--- src/rtl/serial_out_scheduler.sv ---
// Command scheduler for a bank of serial_out channels: queues decoded commands and sequences
// start/stop ticks onto the addressed channel while tracking per-channel busy state.
module serial_out_scheduler #(
    parameter int unsigned DATA_BIT   = 32,
    parameter int unsigned CH_NUM     = 4,
    parameter int unsigned FIFO_DEPTH = 4
) (
    input  logic                clk,
    input  logic                rst,
    input  logic                i_cmd_valid,
    input  logic [DATA_BIT-1:0] i_output_pattern,
    input  logic [DATA_BIT-1:0] i_freq_pattern,
    input  logic [3:0]          i_sel_out,
    input  logic                i_start,
    input  logic                i_stop,
    input  logic                i_mode,
    input  logic [CH_NUM-1:0]   i_ch_done_tick,
    output logic [CH_NUM-1:0]   o_ch_start,
    output logic [CH_NUM-1:0]   o_ch_stop,
    output logic [CH_NUM-1:0]   o_ch_mode,
    output logic [DATA_BIT-1:0] o_output_pattern,
    output logic [DATA_BIT-1:0] o_freq_pattern,
    output logic [CH_NUM-1:0]   o_ch_busy,
    output logic                o_cmd_full,
    output logic                o_cmd_drop_tick,
    output logic                o_update_done_tick
);

    localparam int unsigned AW = $clog2(FIFO_DEPTH);

    typedef struct packed {
        logic [DATA_BIT-1:0] op;
        logic [DATA_BIT-1:0] fp;
        logic [3:0]          sel;
        logic                start;
        logic                stop;
        logic                mode;
    } cmd_t;

    typedef enum logic [2:0] {
        S_IDLE,
        S_CHECK,
        S_PREEMPT,
        S_WAIT,
        S_ISSUE,
        S_DONE
    } state_t;

    cmd_t                r_mem [FIFO_DEPTH];
    logic [AW-1:0]       r_wr_ptr;
    logic [AW-1:0]       r_rd_ptr;
    logic [AW:0]         r_count;
    logic                r_full_drop;
    cmd_t                r_head;
    state_t              r_state;
    logic [CH_NUM-1:0]   r_busy;
    logic [CH_NUM-1:0]   r_chmode;

    cmd_t                w_in;
    logic                w_full;
    logic                w_empty;
    logic                w_push;
    logic                w_pop;
    state_t              w_state_next;
    logic [CH_NUM-1:0]   w_sel_oh;
    logic                w_sel_bad;
    logic                w_sel_busy;
    logic                w_sel_rpt;
    logic                w_clr_sel;
    logic                w_set_sel;
    logic                w_sel_drop;
    logic [CH_NUM-1:0]   w_busy_next;
    logic [CH_NUM-1:0]   w_chmode_next;

    assign w_in    = '{op: i_output_pattern, fp: i_freq_pattern, sel: i_sel_out,
                       start: i_start, stop: i_stop, mode: i_mode};
    assign w_full  = (r_count == (AW+1)'(FIFO_DEPTH));
    assign w_empty = (r_count == '0);
    // A command arriving while full is lost even if the FSM pops in the same cycle.
    assign w_push  = i_cmd_valid && !w_full;

    always_ff @(posedge clk) begin
        if (w_push) begin
            r_mem[r_wr_ptr] <= w_in;
        end
    end

    always_ff @(posedge clk) begin
        if (rst) begin
            r_wr_ptr    <= '0;
            r_rd_ptr    <= '0;
            r_count     <= '0;
            r_full_drop <= 1'b0;
            r_head      <= '0;
        end else begin
            if (w_push) begin
                r_wr_ptr <= r_wr_ptr + 1'b1;
            end
            if (w_pop) begin
                r_rd_ptr <= r_rd_ptr + 1'b1;
                r_head   <= r_mem[r_rd_ptr];
            end
            r_count     <= r_count + (AW+1)'(w_push) - (AW+1)'(w_pop);
            r_full_drop <= i_cmd_valid && w_full;
        end
    end

    always_comb begin
        w_sel_oh = '0;
        for (int unsigned i = 0; i < CH_NUM; i++) begin
            if (r_head.sel == 4'(i)) begin
                w_sel_oh[i] = 1'b1;
            end
        end
    end

    assign w_sel_bad  = ~|w_sel_oh;
    assign w_sel_busy = |(r_busy & w_sel_oh);
    assign w_sel_rpt  = |(r_chmode & w_sel_oh);

    always_ff @(posedge clk) begin
        if (rst) begin
            r_state <= S_IDLE;
        end else begin
            r_state <= w_state_next;
        end
    end

    always_comb begin
        w_state_next       = r_state;
        w_pop              = 1'b0;
        w_clr_sel          = 1'b0;
        w_set_sel          = 1'b0;
        w_sel_drop         = 1'b0;
        o_ch_start         = '0;
        o_ch_stop          = '0;
        o_ch_mode          = '0;
        o_output_pattern   = '0;
        o_freq_pattern     = '0;
        o_update_done_tick = 1'b0;
        unique case (r_state)
            S_IDLE: begin
                if (!w_empty) begin
                    w_pop        = 1'b1;
                    w_state_next = S_CHECK;
                end
            end
            S_CHECK: begin
                if (w_sel_bad) begin
                    w_sel_drop   = 1'b1;
                    w_state_next = S_DONE;
                end else if (r_head.stop) begin
                    o_ch_stop    = w_sel_oh;
                    w_clr_sel    = 1'b1;
                    w_state_next = S_DONE;
                end else if (r_head.start) begin
                    if (w_sel_busy) begin
                        w_state_next = w_sel_rpt ? S_PREEMPT : S_WAIT;
                    end else begin
                        w_state_next = S_ISSUE;
                    end
                end else begin
                    w_state_next = S_DONE;
                end
            end
            S_PREEMPT: begin
                o_ch_stop    = w_sel_oh;
                w_state_next = S_ISSUE;
            end
            S_WAIT: begin
                if (!w_sel_busy) begin
                    w_state_next = S_ISSUE;
                end
            end
            S_ISSUE: begin
                o_ch_start       = w_sel_oh;
                o_ch_mode        = w_sel_oh & {CH_NUM{r_head.mode}};
                o_output_pattern = r_head.op;
                o_freq_pattern   = r_head.fp;
                w_set_sel        = 1'b1;
                w_state_next     = S_DONE;
            end
            S_DONE: begin
                o_update_done_tick = 1'b1;
                w_state_next       = S_IDLE;
            end
            default: begin
                w_state_next = S_IDLE;
            end
        endcase
    end

    // Done ticks only retire one-shot channels; a set in the same cycle overrides any clear.
    always_comb begin
        w_busy_next   = r_busy & ~(i_ch_done_tick & ~r_chmode);
        w_chmode_next = r_chmode;
        if (w_clr_sel) begin
            w_busy_next = w_busy_next & ~w_sel_oh;
        end
        if (w_set_sel) begin
            w_busy_next   = w_busy_next | w_sel_oh;
            w_chmode_next = (r_chmode & ~w_sel_oh) | (w_sel_oh & {CH_NUM{r_head.mode}});
        end
    end

    always_ff @(posedge clk) begin
        if (rst) begin
            r_busy   <= '0;
            r_chmode <= '0;
        end else begin
            r_busy   <= w_busy_next;
            r_chmode <= w_chmode_next;
        end
    end

    assign o_ch_busy       = r_busy;
    assign o_cmd_full      = w_full;
    assign o_cmd_drop_tick = r_full_drop | w_sel_drop;

endmodule

--- config.mk ---
export PLATFORM = sky130hd
export DESIGN_NAME = serial_out_scheduler
export DESIGN_NICKNAME = d
export VERILOG_FILES = /design/src/rtl/serial_out_scheduler.sv
export SDC_FILE = /design/constraint.sdc
export NUM_CORES = 1
export LEC_CHECK = 0
export BUFFER_PORTS_ARGS = -buffer_cell sky130_fd_sc_hd__buf_2
export CAP_MARGIN = 30
export CORE_MARGIN = 2
export CORE_UTILIZATION = 35
export DETAILED_ROUTE_END_ITERATION = 16
export PLACE_DENSITY_LB_ADDON = 0.08
export SYNTH_ARGS = -nofsm -noshare
export SYNTH_HDL_FRONTEND = slang
export SYNTH_SLANG_ARGS = --single-unit
export TNS_END_PERCENT = 30
--- constraint.sdc ---
create_clock -name clk -period 5.9 [get_ports clk]
set_input_delay 0.295 -clock clk [delete_from_list [all_inputs] [get_ports clk]]
set_output_delay 0.295 -clock clk [all_outputs]
set_load 0.005 [all_outputs]
==> implementation parameters, run 1 <==
Parameter                              Value

Routing
  Via density per instance    4.73
  Detailed Routing Iterations Pass 1    4
  Total wire length    33000 µm
  Per-cell routed wire length    19.6 µm
  Routed Antenna Nets    0
  Number of DRC violations after detailed routing    0
  Iteration-0 DRC Markers    312
  Total number of vias    7983

Global routing
  Overall track demand over capacity in global routing    0.160
  Initial antenna violation count    2
  Largest net degree at the start of global routing    58
  Global-route wire length before repair    50600 µm
  Via count of the first global-routing pass    8403
  Total congestion overflow    0

Placed design
  Routability cong.    0.686
  HPWL reported at the end of detailed placement    18400 µm
  Cells after DPL    1535
  Instance area at placement    15600 µm²
  Port Buffers    160
  Pre-CTS worst setup slack    3.17 ns

Yosys
  Instance count of the mapped netlist    885
  Synthesis Warnings    0
  Top flip-flop cell by instance count after synthesis    edfxtp_1
  EDFF count, synth    284
  Synth cell types    43
  Net Count, Synth    970
  Post-synthesis area per instance    16.1 µm²
  Sequential cell area fraction in the yosys report    0.726
  Combined area of all synthesized cells    14200 µm²
  Post-synthesis sequential element count    374
  Fraction of synthesis flops using an asynchronous set or reset pin    0

Clock network
  Clock slew at the register clock pins of the worst setup and hold paths    0.05 ns
  CTS root buffer    clkbuf_16
  Number of CTS-inserted buffers    43
  Clock tree from TritonCTS    built
  Worst-Skew Late Latency    0.55 ns
  Max Root-Sink Buffers    3
  H-tree depth    2
  Count of buffers added by post-CTS timing repair for setup    0
  Number of sinks driven by the clock tree    374

Timing
  Skew final    0.00887 ns
  Setup repair after global routing missed its margin    no
  Pins over their slew limit    0
  Fin. Hold Viols    0
  PnR worst setup slack    3.20 ns
  Number of setup violations in the final report    0
  Headroom to the max-slew limit    0.455
  Final critical-path share of the clock period    0.458
  Post-route minimum period    2.70 ns
  Worst-Margin Slew    0.818 ns
  Highest clock rate    0.370 GHz
  Sum of negative setup slack    0 ns

Floorplanning
  Die height    206 µm
  Initial Util    0.357
  Core box area    39900 µm²
  # IOs    161
  Die Area    42300 µm²
  Die extent in x    206 µm
  Num rows    73

Worst setup path
  CP endpoint    r_count[2]
  Largest incremental delay on the critical path    0.42 ns
  Crit Path Max Fanout    33
  Crit Path Category    reg2reg
  Cell family with most CP delay    simple AND/OR/NAND/NOR gates
  CP Capture Type    register
  Number of cells on the critical path    11
  Count of buffer and inverter cells on the critical path    3
  Reg-to-reg critical path startpoint    r_count[1]
  Data arrival at the endpoint of the critical path    3.11 ns
  Crit-path slowest cell    or3_1
  Crit path from    r_count[1]
  End of the worst register-to-register path    r_count[2]
  R2R setup slack    3.20 ns
  Data required, critical path    6.31 ns
  Worst setup SP type    register
  Ordered list of cells on the worst path    or3_1 > nand2_4 > clkinv_2 > ha_1 > inv_1 > ha_1 > inv_1 > fa_1 > xor2_1 > xnor2_1 > nor2_1
  Number of cell instances on the worst register-to-register path    11

Job
  Number of max-cap violations    0

Power and ir drop
  Static power due to leakage    6.33 nW
  Power per standard cell area    436 nW/µm²
  Clock share of power    0.333
  IR drop worst, VDD    0.214 mV
  Part of the power in registers    0.450
  Proportion of power drawn by combinational gates    0.216
  Reported net switching power    2.20 mW
  Sw Share    0.285
  Internal power summed over all cells    5.52 mW

Finish
  Net count of the finished layout    1211
  Proportion of layout cells with a drive suffix above 1    0.270
  Final instance count without filler cells    1687
  Fillers    3668
  Design Area, Final    17700 µm²
  Utilization after layout    0.444
  Layout overhead on the synthesized area    24.5%

Min path
  Class of the most critical hold timing path    in2reg
  Min-Delay Path Depth    2

Run status
  Outcome    finished, final reports clean
==> area by class of cell <==
cell class | count | area (µm²) | share of cell area
inverter | 15 | 57.6 | 0.00325
sequential | 374 | 10300 | 0.583
timing repair buffer | 244 | 1670 | 0.0943
tap | 525 | 657 | 0.0371
clock buffer | 67 | 1260 | 0.0710
antenna | 2 | 5.00 | 0.000282
clock inverter | 12 | 110 | 0.00621
multi-input combinational | 448 | 3620 | 0.204
==> cell families (layout without fill, tap and decap cells) <==
group                    count (synthesis)  count (layout)  share of synthesized area
AO/OA/AOI/OAI                           91              91                     0.0351
XOR/XNOR                                 5               5                    0.00308
adder cells (fa/ha/maj)                  7               7                    0.00668
buffers and inverters                   63             338                     0.0215
flip-flops                             374             374                      0.726
multiplexers                            79              79                      0.118
other                                    0               2                          0
AND/OR/NAND/NOR                        266             266                     0.0899
==> power groups by stage <==
stage               sequential [mW]  combinational [mW]  clock [mW]
floorplan                      3.44                1.19           0
global placement               3.57                1.57           0
detailed placement             3.54                1.69           0
CTS                            3.49                1.73        2.65
global route                   3.53                1.87        2.74
finish                         3.48                1.67        2.57
==> sequential cells by signal, summed over array words and instances, names as in the netlist, named ones only <==
name and cells:
o_ch_busy 4, r_count 3, r_full_drop 1, r_head 71, r_mem 284, r_rd_ptr 2
r_state 3, r_wr_ptr 2
==> cells in the mapped netlist, types with 5 or more instances <==
cell | instances | area [µm²]
clkbuf_1 | 13 | 48.8
nor2_1 | 18 | 67.6
mux2i_1 | 8 | 80.1
nand2_1 | 148 | 556
buf_1 | 5 | 18.8
buf_2 | 16 | 80.1
edfxtp_1 | 284 | 8530
and2_1 | 70 | 438
dfxtp_1 | 90 | 1800
ha_1 | 6 | 75.1
inv_1 | 14 | 52.6
mux4_2 | 71 | 1600
a21oi_1 | 77 | 385
buf_4 | 8 | 60.1
==> repair_timing <==
item / in CTS / in global routing
endpoints found under the hold margin: 284 / 0
hold buffers: 71 / 0
resized for setup: 0 / 0
==> worst reg2reg max path, stage by stage, from the launching register on <==
cell and delay [ns]:
dfxtp_1 0.36, or3_1 0.42, nand2_4 0.39, clkinv_2 0.12, ha_1 0.28, inv_1 0.06
ha_1 0.13, inv_1 0.05, fa_1 0.39, xor2_1 0.17, xnor2_1 0.14, nor2_1 0.05
==> cells in the final DEF, fill, tap and decap left out, types with 8 or more instances in the layout <==
cell type,synthesis,final
edfxtp_1,284,284
buf_2,16,159
nand2_1,148,148
dfxtp_1,90,88
a21oi_1,77,77
mux4_2,71,71
dlygate4sd3_1,0,71
and2_1,70,70
clkbuf_16,0,45
nor2_1,18,18
clkbuf_1,13,17
inv_1,14,14
buf_4,8,11
mux2i_1,8,8
==> through the flow <==
step / hold slack [ns] / power (mW)
6_report: 0.0690 / 7.72
4_1_cts: 0.0316 / 7.86
2_1_floorplan: 0.394 / 4.63
3_5_place_dp: 0.442 / 5.22
3_3_place_gp: 0.438 / 5.15
5_1_grt: 0.0444 / 8.14
==> worst min path at each step <==
stage	startpoint	to
3_5_place_dp	r_head[8]	r_head[8]
3_3_place_gp	r_head[38]	r_head[38]
2_1_floorplan	i_mode	r_mem[0][0]
5_1_grt	i_cmd_valid	r_full_drop
6_report	i_cmd_valid	r_full_drop
4_1_cts	i_cmd_valid	r_full_drop
==> routing by layer <==
metal	vias to the layer above	wire, µm	GRT usage
met5	-	0	0
met4	0	621	0.0480
met3	40	1370	0.0301
met2	157	15500	0.258
met1	4014	15500	0.219
li1	3772	-	-
Note: power is estimated with default switching activity, not from simulation.
==> run 2: changes to the inputs <==
clock period = 2.8 ns   (was 5.9 ns; I/O delays follow)
==> run 2 against run 1 <==
Power grew 120%. Fmax grew 7.0%. Cell count grew 0.83%. Clock power grew 130%. Register-to-register slack lost 2.9 ns. Critical path depth is the same. Sequential share of layout area shrank 1.0 points. Largest power group unchanged. First-iteration DRC count grew 26%.
==> implementation parameters, run 2 (synthesis results as in run 1) <==
Parameter                              Value

Clock network
  Count of buffers added by post-CTS timing repair for setup    0 (unchanged)
  CTS root buffer    clkbuf_16
  Number of CTS-inserted buffers    42 (-2.3%)
  H-tree depth    2 (unchanged)
  Clock slew at the register clock pins of the worst setup and hold paths    0.06 ns (about the same)
  Clock tree from TritonCTS    built
  Worst-Skew Late Latency    0.56 ns (about the same)
  Resized Gates After CTS    0 (unchanged)
  Number of sinks driven by the clock tree    374 (unchanged)
  Max Root-Sink Buffers    3 (unchanged)

Finish
  Net count of the finished layout    1227 (+1.3%)
  Fillers    3574 (-2.6%)
  Flip-flop count of the largest register after layout    284 (unchanged)
  Most frequent cells in the layout    edfxtp_1 (284), buf_2 (159), nand2_1 (148)
  Area of the multi-input gates    3620 µm² (unchanged)
  Most common library cell in the layout ignoring fill and taps    edfxtp_1
  Utilization after layout    0.452 (+0.00793)
  Proportion of layout cells with a drive suffix above 1    0.285 (+0.0153)
  Sequential Area    10300 µm² (unchanged)
  Layout overhead on the synthesized area    26.7%
  Reg with most FFs    r_mem

Timing
  Number of setup violations in the final report    0 (unchanged)
  Fin. Hold Viols    0 (unchanged)
  Headroom to the max-slew limit    0.356 (-0.0987)
  Post-route minimum period    2.52 ns (-0.176 ns)
  Highest clock rate    0.396 GHz (+7.0%)
  Worst-Margin Slew    0.966 ns (+0.148 ns)
  Sum of negative setup slack    0 ns (unchanged)
  Skew final    0.0271 ns (+0.0183 ns)
  Final critical-path share of the clock period    0.901 (+0.444)
  Setup repair after global routing missed its margin    no
  Pins over their slew limit    0 (unchanged)

Floorplanning
  Num rows    73 (unchanged)
  Initial Util    0.357 (unchanged)
  Die height    206 µm (unchanged)
  Core box area    39900 µm² (unchanged)
  Die Area    42300 µm² (unchanged)
  # IOs    161 (unchanged)
  Die extent in x    206 µm (unchanged)

Worst setup path
  Cell family with most CP delay    simple AND/OR/NAND/NOR gates
  Ordered list of cells on the worst path    or3b_1 > and2_1 > inv_1 > ha_1 > inv_1 > ha_1 > inv_1 > fa_1 > xor2_1 > xnor2_1 > nor2_1
  Count of buffer and inverter cells on the critical path    3 (unchanged)
  Crit Path Max Fanout    7 (-79%)
  Cell repeated most along the worst path    inv_1
  CP Capture Type    register
  Reg-to-reg critical path startpoint    r_count[2]
  Crit path from    r_count[2]
  Crit Path Category    reg2reg
  Data arrival at the endpoint of the critical path    2.93 ns (-0.18 ns)
  Largest incremental delay on the critical path    0.48 ns (+0.06 ns)
  Worst setup SP type    register
  Data required, critical path    3.21 ns (-3.10 ns)
  Crit-path slowest cell    or3b_1

Routing
  Via density per instance    4.73 (about the same)
  Total wire length    32700 µm (-0.91%)
  Per-cell routed wire length    19.2 µm (-1.7%)
  Iteration-0 DRC Markers    393 (+26%)
  Detailed Routing Iterations Pass 1    4 (unchanged)
  Routed Antenna Nets    0 (unchanged)
  Total number of vias    8054 (+0.89%)
  Number of DRC violations after detailed routing    0 (unchanged)

Power and ir drop
  Power per standard cell area    924 nW/µm² (+110%)
  Static power due to leakage    6.50 nW (+2.5%)
  IR drop worst, VDD    0.544 mV (+150%)

Run status
  Outcome    finished, final reports clean

Placed design
  HPWL reported at the end of detailed placement    18800 µm (+2.3%)
  Port Buffers    160 (unchanged)
  Routability cong.    0.697 (+1.5%)

Min path
  Class of the most critical hold timing path    in2reg
  Worst min-delay path startpoint    rst

Global routing
  Overall track demand over capacity in global routing    0.159 (-0.000746)
  Largest net degree at the start of global routing    72 (+24%)
  Global-route wire length before repair    50400 µm (-0.37%)
  Via count of the first global-routing pass    8608 (+2.4%)
  Initial antenna violation count    2 (unchanged)
  Total congestion overflow    0 (unchanged)

Job
  Number of max-cap violations    0 (unchanged)
run 2: changes by cell type in the layout (fill, tap and decap cells not counted):
cell	delta
clkinv_2	+7
clkinv_1	-1
buf_12	+11
clkinv_4	+1
buf_4	+4
clkbuf_16	-2
clkbuf_8	-2
diode_2	-1
clkbuf_1	-11
buf_16	-3
bufinv_16	+6
dlygate4sd3_1	+5
run 2: layout make-up:
type | instances | area share
Tap cell | 525 | 0.0364
Sequential cell | 374 | 0.573
Inverter | 15 | 0.00319
Antenna cell | 1 | 0.000139
Clock buffer | 52 | 0.0632
Clock inverter | 25 | 0.0183
Multi-Input combinational cell | 448 | 0.201
Timing Repair Buffer | 261 | 0.105
run 2: per-stage QoR:
stage / cell area (µm²) / total power [mW] / instances / setup slack (ns) / hold slack, ns
CTS: 18000 / 17.0 / 1700 / 0.247 / 0.129
global route: 18000 / 17.6 / 1701 / 0.0946 / 0.151
finish: 18000 / 16.7 / 1701 / 0.277 / 0.143
global placement: 15800 / 11.0 / 1546 / 0.308 / 0.359
detailed placement: 15800 / 11.0 / 1547 / 0.274 / 0.358
floorplan: 14200 / 9.75 / 885 / 0.0303 / 0.239
run 2: what timing repair did:
action / in CTS / in global routing
endpoints found under the setup margin: 0 / 0
hold buffers: 76 / 0
hold endpoints to repair: 289 / 0
run 2: final timing paths:
check,to,slack [ns],cells past startpoint
min,r_head[22],0.14,2
min reg2reg,r_head[8],0.45,2
max,r_count[2],0.28,11
max reg2reg,r_count[2],0.28,11
run 2: worst register-to-register path, cell delays in order (launching register included):
cell and delay (ns):
dfxtp_1 0.37, or3b_1 0.48, and2_1 0.25, inv_1 0.08, ha_1 0.22, inv_1 0.06
ha_1 0.13, inv_1 0.05, fa_1 0.40, xor2_1 0.16, xnor2_1 0.15, nor2_1 0.05
run 2: power by group:
group,internal [mW],leakage (nW),switching [mW]
Combinational,1.55,2.43,2.00
Sequential,6.87,3.34,0.449
Clock,3.63,0.726,2.18
Total,12.0,6.50,4.62
run 2: layer usage:
metal | vias to the layer above | global-route usage | share of wire
met3 | 50 | 0.0347 | 0.047
met2 | 176 | 0.261 | 0.48
met5 | - | 0 | 0.00040
met4 | 2 | 0.0452 | 0.021
met1 | 4013 | 0.213 | 0.45
li1 | 3813 | - | -
==> run 3: changes to the inputs <==
REMOVE_ABC_BUFFERS = 1   (was unset)
==> run 3 against run 2 <==
Non-clock buffer count decreased by 6. Routed wire length fell by 0.80%. Sequential power about the same. Sequential share of layout area up 0.20 points. Via count up 0.45%. Global-route usage fell by 0.20 points. Critical path depth unchanged. Sequential cell count did not move. Clock skew decreased by 0.014 ns. Worst setup slack improved by 0.10 ns. Highest routed layer unchanged. Count of clock-buffer cells in the layout is 11 higher.
==> implementation parameters, run 3 (synthesis results as in run 1) <==
Parameter                              Value

Run status
  Outcome    finished, final reports clean

Clock network
  CTS root buffer    clkbuf_16
  Worst-Skew Late Latency    0.55 ns (about the same)
  Max Root-Sink Buffers    3 (unchanged)
  Clock tree from TritonCTS    built
  H-tree depth    2 (unchanged)
  Number of sinks driven by the clock tree    374 (unchanged)
  Number of CTS-inserted buffers    42 (unchanged)
  Resized Gates After CTS    0 (unchanged)
  Clock slew at the register clock pins of the worst setup and hold paths    0.06 ns (about the same)

Routing
  Via density per instance    4.77 (+0.74%)
  Per-cell routed wire length    19.1 µm (-0.51%)
  Number of DRC violations after detailed routing    0 (unchanged)
  Iteration-0 DRC Markers    301 (-23%)
  Routed Antenna Nets    0 (unchanged)
  Total number of vias    8090 (+0.45%)
  Detailed Routing Iterations Pass 1    6 (+2)
  Total wire length    32400 µm (-0.80%)

Timing
  PnR worst setup slack    0.377 ns (+0.100 ns)
  Skew final    0.0132 ns (-0.0139 ns)
  Worst-Margin Slew    0.754 ns (-0.212 ns)
  Pins over their slew limit    0 (unchanged)
  Setup repair after global routing missed its margin    no
  Number of setup violations in the final report    0 (unchanged)
  Fin. Hold Viols    0 (unchanged)
  Post-route minimum period    2.42 ns (-0.100 ns)
  Highest clock rate    0.413 GHz (+4.1%)
  Final critical-path share of the clock period    0.865 (-0.0358)
  Headroom to the max-slew limit    0.497 (+0.141)

Floorplanning
  Num rows    73 (unchanged)
  Die Area    42300 µm² (unchanged)
  Core box area    39900 µm² (unchanged)
  Die height    206 µm (unchanged)
  # IOs    161 (unchanged)
  Die extent in x    206 µm (unchanged)
  Initial Util    0.357 (unchanged)

Worst setup path
  Worst setup SP type    register
  Crit Path Max Fanout    4 (-3)
  Data required, critical path    3.21 ns (about the same)
  CP Capture Type    register
  Crit Path Category    reg2reg
  Data arrival at the endpoint of the critical path    2.83 ns (-0.10 ns)

Global routing
  Via count of the first global-routing pass    8343 (-3.1%)
  Largest net degree at the start of global routing    70 (-2.8%)
  Initial antenna violation count    2 (unchanged)
  Overall track demand over capacity in global routing    0.157 (-0.00204)
  Total congestion overflow    0 (unchanged)
  Global-route wire length before repair    49600 µm (-1.6%)

Power and ir drop
  Power per standard cell area    920 nW/µm² (-0.47%)
  Static power due to leakage    6.45 nW (-0.72%)
  IR drop worst, VDD    0.483 mV (-11%)
  Power, Total    16.5 mW (-0.81%)

Finish
  Layout overhead on the synthesized area    26.3%
  Design Area, Final    18000 µm² (-0.34%)
  Flip-flop count of the largest register after layout    284 (unchanged)
  Proportion of layout cells with a drive suffix above 1    0.279 (-0.00647)
  Final instance count without filler cells    1696 (-0.29%)
  Most common library cell in the layout ignoring fill and taps    edfxtp_1
  Fillers    3627 (+1.5%)
  Utilization after layout    0.450 (-0.00154)
  Most frequent cells in the layout    edfxtp_1 (284), buf_2 (159), nand2_1 (148)
  Reg with most FFs    r_mem
  Net count of the finished layout    1221 (-0.49%)

Min path
  Class of the most critical hold timing path    in2reg

Placed design
  HPWL reported at the end of detailed placement    17700 µm (-5.8%)
  Cells after DPL    1541 (-0.39%)
  Instance area at placement    15800 µm² (-0.29%)
  Routability cong.    0.708 (+1.6%)
  Port Buffers    160 (unchanged)
  Pre-CTS worst setup slack    0.395 ns (+0.121 ns)

Job
  Number of max-cap violations    0 (unchanged)
[run 3: cell types whose count changed in the layout (fill, tap and decap cells not counted)]
cell,before,now
clkbuf_8,3,6
clkinv_2,11,8
clkbuf_1,6,12
buf_4,15,9
clkbuf_16,43,45
inv_6,1,0
clkinv_4,1,0
clkinv_1,4,2
bufinv_16,8,5
[run 3: metrics by stage]
step | hold slack (ns) | TNS [ns]
floorplan | 0.207 | -85.44
global placement | 0.360 | 0
detailed placement | 0.355 | 0
CTS | 0.105 | 0
global route | 0.145 | 0
finish | 0.127 | 0
[run 3: area by class of cell]
type | instances | area (µm²) | area share
timing repair buffer | 255 | 1840 | 0.103
antenna | 1 | 2.50 | 0.000139
sequential | 374 | 10300 | 0.575
clock buffer | 63 | 1250 | 0.0697
multi-input combinational | 448 | 3620 | 0.202
clock inverter | 15 | 200 | 0.0111
inverter | 15 | 57.6 | 0.00320
tap | 525 | 657 | 0.0365
[run 3: what timing repair did]
action                    4_1_cts  5_1_grt
hold buffers                   76        0
hold endpoints to repair      289        0
setup buffers                   0        0
[run 3: critical path, cell delays in order (launching register included)]
cell     delay (ns)
dfxtp_1        0.37
or3b_1         0.38
and2_1         0.20
inv_1          0.08
ha_1           0.22
inv_1          0.06
ha_1           0.14
inv_1          0.05
fa_1           0.39
xor2_1         0.18
xnor2_1        0.15
nor2_1         0.05
[run 3: report_power, final]
part / switching [mW] / internal, mW / total (mW)
registers: 0.432 / 6.87 / 7.30
clock network: 2.14 / 3.55 / 5.70
logic: 2.02 / 1.51 / 3.53
total: 4.60 / 11.9 / 16.5
[run 3: layer usage]
metal / track usage / share of wire
met5: 0 / 0.00040
met4: 0.0522 / 0.021
met3: 0.0317 / 0.043
met2: 0.259 / 0.49
met1: 0.208 / 0.45
[run 3: final timing paths]
kind	start	end	slack [ns]	cells past startpoint
max	r_count[2]	r_count[2]	0.38	11
min	rst	r_count[1]	0.13	2
max reg2reg	r_count[2]	r_count[2]	0.38	11
min reg2reg	r_head[10]	r_head[10]	0.45	2
